`src/rtl/fetch_pkg.sv`:
```
// Shared widths, reset address and the buffered fetch-entry layout for the fetch front end.
package fetch_pkg;

    localparam int                        DEFAULT_ADDR_W   = 16;
    localparam int                        DEFAULT_INSTR_W  = 16;
    localparam logic [DEFAULT_ADDR_W-1:0] DEFAULT_RESET_PC = 16'h0000;

    typedef struct packed {
        logic [DEFAULT_ADDR_W-1:0]  pc;
        logic [DEFAULT_INSTR_W-1:0] instr;
    } fetch_entry_t;

endpackage

```
`src/rtl/fetch_fifo.sv`:
```
// Small synchronous FIFO of fetch entries; the head is presented directly from storage
// and forced to zero while the buffer is empty.
module fetch_fifo
    import fetch_pkg::*;
#(
    parameter int  DEPTH   = 2,
    parameter type entry_t = fetch_entry_t,
    localparam int CNT_W   = $clog2(DEPTH + 1)
) (
    input  logic             clk,
    input  logic             rst,
    input  logic             flush,
    input  logic             push,
    input  entry_t           push_data,
    input  logic             pop,
    output entry_t           head,
    output logic             head_valid,
    output logic [CNT_W-1:0] occupancy
);

    localparam int PTR_W = (DEPTH > 1) ? $clog2(DEPTH) : 1;

    entry_t           mem [DEPTH];
    logic [PTR_W-1:0] rd_ptr;
    logic [PTR_W-1:0] wr_ptr;
    logic [CNT_W-1:0] count;
    logic             do_pop;

    function automatic logic [PTR_W-1:0] ptr_inc(input logic [PTR_W-1:0] p);
        return (p == PTR_W'(DEPTH - 1)) ? '0 : p + PTR_W'(1);
    endfunction

    assign head_valid = (count != '0);
    assign do_pop     = pop && head_valid;
    assign occupancy  = count;
    assign head       = head_valid ? mem[rd_ptr] : '0;

    // NOTE: sequential state uses non-blocking assignments so every register sees pre-edge values.
    always_ff @(posedge clk) begin
        if (rst || flush) begin
            rd_ptr <= '0;
            wr_ptr <= '0;
            count  <= '0;
        end else begin
            if (push) begin
                wr_ptr <= ptr_inc(wr_ptr);
            end
            if (do_pop) begin
                rd_ptr <= ptr_inc(rd_ptr);
            end
            count <= count + CNT_W'(push) - CNT_W'(do_pop);
        end
    end

    // NOTE: storage is deliberately not reset; count alone decides what is valid.
    always_ff @(posedge clk) begin
        if (push) begin
            mem[wr_ptr] <= push_data;
        end
    end

    // When full, a push is only legal together with a pop (the write lands in the slot being freed).
    no_overflow: assert property (@(posedge clk) disable iff (rst || flush)
        !(push && (count == CNT_W'(DEPTH)) && !do_pop));

endmodule

```
`src/rtl/instruction_fetch_unit.sv`:
```
// Instruction fetch requester: owns the PC, issues reads under a credit rule, tracks in-flight
// reads through a latency pipeline and buffers returned instructions for decode.
module instruction_fetch_unit
    import fetch_pkg::*;
#(
    parameter int                ADDR_W     = DEFAULT_ADDR_W,
    parameter int                INSTR_W    = DEFAULT_INSTR_W,
    parameter int                IM_LATENCY = 1,
    parameter int                FIFO_DEPTH = 2,
    parameter logic [ADDR_W-1:0] RESET_PC   = ADDR_W'(DEFAULT_RESET_PC)
) (
    input  logic               clk,
    input  logic               rst,
    output logic [ADDR_W-1:0]  A_InstrAddress,
    output logic               C_IMRead,
    input  logic [INSTR_W-1:0] D_Instruction,
    output logic [INSTR_W-1:0] D_IR,
    output logic [ADDR_W-1:0]  D_IRPC,
    output logic               C_IRValid,
    input  logic               C_DecodeReady,
    input  logic               C_Redirect,
    input  logic [ADDR_W-1:0]  A_RedirectPC
);

    localparam int CNT_W = $clog2(FIFO_DEPTH + 1);

    typedef struct packed {
        logic [ADDR_W-1:0]  pc;
        logic [INSTR_W-1:0] instr;
    } entry_t;

    logic [ADDR_W-1:0]     pc;
    logic [IM_LATENCY-1:0] stage_valid;
    logic [ADDR_W-1:0]     stage_pc [IM_LATENCY];
    logic [CNT_W-1:0]      occupancy;
    logic                  head_valid;
    logic                  pop;
    logic                  push;
    logic                  issue;
    entry_t                push_entry;
    entry_t                head;
    int                    inflight;

    assign pop        = head_valid && C_DecodeReady;
    // A return that coincides with a redirect belongs to the abandoned path.
    assign push       = stage_valid[IM_LATENCY-1] && !C_Redirect;
    assign push_entry = '{pc: stage_pc[IM_LATENCY-1], instr: D_Instruction};

    // NOTE: combinational outputs get a default first so no path leaves them unassigned (no latch).
    always_comb begin
        inflight = 0;
        for (int i = 0; i < IM_LATENCY; i++) begin
            inflight += int'(stage_valid[i]);
        end
    end

    // Every in-flight read already owns a buffer slot, so the FIFO can never overflow.
    assign issue = !rst && !C_Redirect
                   && ((int'(occupancy) - int'(pop) + inflight) < FIFO_DEPTH);

    always_ff @(posedge clk) begin
        if (rst) begin
            pc          <= RESET_PC;
            stage_valid <= '0;
        end else if (C_Redirect) begin
            pc          <= A_RedirectPC;
            stage_valid <= '0;
        end else begin
            if (issue) begin
                pc <= pc + ADDR_W'(1);
            end
            stage_valid[0] <= issue;
            for (int i = 1; i < IM_LATENCY; i++) begin
                stage_valid[i] <= stage_valid[i-1];
            end
        end
    end

    // Addresses travel alongside the valid bits; only the valid bits need clearing.
    always_ff @(posedge clk) begin
        stage_pc[0] <= pc;
        for (int i = 1; i < IM_LATENCY; i++) begin
            stage_pc[i] <= stage_pc[i-1];
        end
    end

    fetch_fifo #(
        .DEPTH   (FIFO_DEPTH),
        .entry_t (entry_t)
    ) u_fifo (
        .clk        (clk),
        .rst        (rst),
        .flush      (C_Redirect),
        .push       (push),
        .push_data  (push_entry),
        .pop        (pop),
        .head       (head),
        .head_valid (head_valid),
        .occupancy  (occupancy)
    );

    assign A_InstrAddress = pc;
    assign C_IMRead       = issue;
    assign D_IR           = head.instr;
    assign D_IRPC         = head.pc;
    assign C_IRValid      = head_valid;

endmodule

```
`config.mk`:
```
export PLATFORM = sky130hd
export DESIGN_NAME = instruction_fetch_unit
export DESIGN_NICKNAME = d
export VERILOG_FILES = /design/src/rtl/fetch_pkg.sv /design/src/rtl/fetch_fifo.sv /design/src/rtl/instruction_fetch_unit.sv
export SDC_FILE = /design/constraint.sdc
export NUM_CORES = 1
export LEC_CHECK = 0
export CAP_MARGIN = 25
export CORE_MARGIN = 2
export CORE_UTILIZATION = 35
export CTS_CLUSTER_DIAMETER = 80
export CTS_CLUSTER_SIZE = 40
export DETAILED_ROUTE_END_ITERATION = 10
export GPL_TIMING_DRIVEN = 0
export PLACE_DENSITY = 0.64
export SLEW_MARGIN = 20
export SYNTH_ARGS = -nofsm -noshare
export SYNTH_HDL_FRONTEND = slang
export SYNTH_SLANG_ARGS = --single-unit
```
`constraint.sdc`:
```
create_clock -name clk -period 3.5 [get_ports clk]
set_input_delay 0.7 -clock clk [delete_from_list [all_inputs] [get_ports clk]]
set_output_delay 0.7 -clock clk [all_outputs]
set_load 0.01 [all_outputs]
```
==> results by group <==
Synthesis
  – Cells after Synth: 288
  – Sequential fraction of the synthesis area: 67.53%
  – Synth warnings: 0
  – Synth Area per Inst: 13.79 um^2
  – Yosys reg bits: 102
  – Synth cell types: 39
  – Synthesized area: 3973 um^2
  – Syn_nets: 329

Clock network
  – TritonCTS clock tree: done
  – Clock tree buffer depth: 2
  – Clock Pin Slew Worst Setup and Hold Paths: ~0.070 ns
  – H-tree Lvls: 3
  – Post-CTS setup repair buffer count: 0
  – CTS Buf Count: 9
  – Clk sinks: 102
  – Root Driver: clkbuf_16
  – Clock Latency Late Sink: 0.34 ns

Final layout
  – Post-layout util: 48.74%
  – Synthesis-to-finish area growth: 34.17%
  – Multi-input logic area: 1199 um^2
  – N_diodes: 0
  – Layout cell share with drive strength beyond 1: approximately a tenth
  – Most common cell after layout, fill and taps aside: clkdlybuf4s50_1
  – Register Area: 2683 um^2
  – Non-Filler Instances: 530
  – Filler instances: 1,003
  – Most frequent cells in the layout: clkdlybuf4s50_1 (83), edfxtp_1 (64), nor2_1 (45)
  – Design area: 5330 um^2
  – Final nets: approximately 430

Status
  – Status: complete, no violations

Setup path
  – Critical path buffer and inverter count: 3
  – Critical path's top delay family: buffers and inverters
  – CP max-delay cell: clkdlybuf4s50_1
  – Startpoint Class: input port
  – WP data required: 2.80 ns
  – Worst reg2reg startpoint: u_fifo.occupancy[1]
  – R2R cell count: 10
  – CP arrival: 2.66 ns
  – Crit path from: C_DecodeReady
  – Worst reg-to-reg setup slack: 1.01 ns
  – Slowest stage delay, CP: 0.41 ns
  – Worst Setup Path Type: in2out
  – CP Cell Sequence: clkdlybuf4s50_1 -> nor2b_2 -> ha_1 -> nand2b_1 -> fa_1 -> buf_6 -> nor3b_2 -> clkdlybuf4s15_1
  – CP max FO: 9
  – CP endpoint kind: output port
  – CP Depth: 8
  – FF-to-FF End: A_InstrAddress[7]
  – Worst setup path end: C_IMRead

Route
  – Avg WL per Cell: 14.73 um
  – Initial DRT Pass Iterations: 4
  – Via count: roughly 2,500
  – Initial DRC Count: 90
  – DRC errors left: 0
  – Post-route ant nets: 0
  – Routed wire length: 7.805 mm
  – Vias per inst: 4.691

Die
  – Initial Util: 36.33%
  – I/O Pins: 86
  – Die area: 12,220 um^2
  – # rows: 38
  – Core area: 10,940 um^2
  – Die height: 110.5 um
  – Die Wd: 110.5 um

Timing
  – Pins Over Slew Limit: 0
  – Final Setup Violations: 0
  – Final Hold Viols: 0
  – Min Tclk post-route: 3.360 ns
  – Highest Clock Rate: 0.2977 GHz
  – Crit share post-route: 95.99%
  – Final WS setup: 0.1404 ns
  – RSZ-0062 raised after global routing: no
  – Worst-Margin Slew: 0.5667 ns
  – Rel. slew slack: 62.22%
  – Clock skew: 0.009939 ns

Place
  – Detailed Place HPWL: 5.563 mm
  – Placed cell count: between 500 and 600
  – DP Area: 5052 um^2
  – GP Congestion: approximately 0.8
  – Place WS: -0.09995 ns
  – Port bufs: 84

Min path
  – Worst Hold Class: reg2reg
  – Hold path startpoint: A_InstrAddress[15]

Power and ir drop
  – Static Leak: roughly 1.8 nW
  – PwrDens: about 460 nW/um^2
  – Worst vdd ir: 233.5 uV

Global routing
  – Number of global-route vias before repair: between 2,000 and 2,500
  – Congestion Overflow GR: 0
  – Largest net degree at the start of global routing: 23
  – First-pass GRT wire length: 12.57 mm
  – Initial antenna violation count: 0
  – GR Util All Layers: 12.96%

Run
  – Max cap viols: 0
## per-stage QoR
step                      total power, W  setup TNS, ns  hold WS [ns]
after floorplan                 0.001462              0        0.3932
after global placement          0.001578         -13.04        0.4052
after detailed placement        0.001586       -0.09995        0.3950
after CTS                       0.002498              0        0.4049
after global routing            0.002574              0        0.4144
final                           0.002470              0        0.4049
## synthesized netlist by cell type
cell,n,area [um^2]
nand2b_1,1,6.260
buf_2,3,15.01
nor2b_1,4,25.02
inv_1,10,37.54
a31oi_1,1,6.260
and2_1,1,6.260
mux2_1,1,11.26
nand4_1,1,6.260
a211oi_2,1,12.51
xor2_1,4,35.03
nand3_2,1,10.01
mux2i_1,33,330.3
nor3b_2,1,12.51
fa_1,1,20.02
o21ai_0,1,5.000
buf_6,1,11.26
o31a_1,1,8.760
nor3b_1,2,15.01
nor4_2,5,62.56
or3_1,1,6.260
a311oi_1,1,8.760
nor3_1,4,20.02
a21oi_1,6,30.03
nand4_2,1,12.51
nor4_4,1,21.27
clkbuf_1,10,37.54
nand4_4,2,42.54
o21bai_1,1,7.510
and4_1,2,17.52
nand2_1,8,30.03
edfxtp_1,64,1922
nand3_1,4,20.02
nor2_1,46,172.7
clkinv_1,1,3.750
xnor2_1,12,105.1
a211oi_1,8,60.06
ha_1,4,50.05
and3_2,1,7.510
dfxtp_1,38,760.7
## what timing repair did
action                                  4_1_cts  5_1_grt
endpoints found under the setup margin        1        1
gates resized for setup                       1        3
hold buffers                                  0        0
cloned                                        0        0
endpoints found under the hold margin         0        0
## sequential cells by signal, summed over array words and instances, names as in the netlist, named ones only
register / flops
A_InstrAddress: 16
stage_pc: 16
u_fifo.occupancy: 2
stage_valid: 1
u_fifo.mem: 64
u_fifo.rd_ptr: 1
u_fifo.wr_ptr: 1
## routing by layer
| metal | global-route usage [%] | wire [um] | vias to the layer above |
|---|---|---|---|
| li1 | - | - | 1229 |
| met1 | 17.07 | 3674 | 1189 |
| met2 | 21.23 | 3724 | 62 |
| met3 | 3.238 | 364 | 6 |
| met4 | 3.750 | 42 | 0 |
| met5 | 0 | 0 | - |
## worst min-delay path by stage
| stage | end | slack, ns | depth (start not counted) |
|---|---|---|---|
| final | stage_pc[0][15] | 0.40 | 0 |
| after global routing | stage_pc[0][15] | 0.41 | 0 |
| after CTS | stage_pc[0][15] | 0.40 | 0 |
| after detailed placement | stage_pc[0][15] | 0.39 | 0 |
| after global placement | u_fifo.mem[0][23] | 0.41 | 0 |
| after floorplan | stage_pc[0][15] | 0.39 | 0 |
## logic make-up (layout without fill, tap and decap cells)
kind of cell             count (synthesis)  count (layout)  synth area share, %
flip-flops                             102             102                67.53
AND/OR/NAND/NOR                         86              86                12.44
multiplexers                            34              34                8.598
buffers and inverters                   25             127                2.646
AO/OA/AOI/OAI                           20              20                3.496
XOR/XNOR                                16              16                3.527
adder cells (fa/ha/maj)                  5               5                1.764
## cell type report
cell class | count | area share (%)
buffer | 14 | 1.197
timing repair buffer | 86 | 16.81
inverter | 11 | 0.7746
multi-input combinational | 161 | 22.49
tap | 140 | 3.286
sequential | 102 | 50.33
clock inverter | 6 | 0.8216
clock buffer | 10 | 4.296
## worst reg2reg max path, cell delays in order, from the launching register on
cell and delay [ns]:
dfxtp_1 0.33, nor2_2 0.32, nor2b_2 0.08, ha_1 0.27, nand2b_1 0.15, fa_1 0.38
buf_6 0.16, nor3b_2 0.18, nand3_1 0.10, mux2_1 0.33, a21oi_1 0.14
## where the power goes
group          total [W]  internal (W)  switching [W]
Sequential       0.00136       0.00132      0.0000356
Clock           0.000914      0.000486       0.000427
Combinational   0.000198      0.000111      0.0000867
Total            0.00247       0.00192       0.000550
Note: power is estimated with default switching activity, not from simulation.
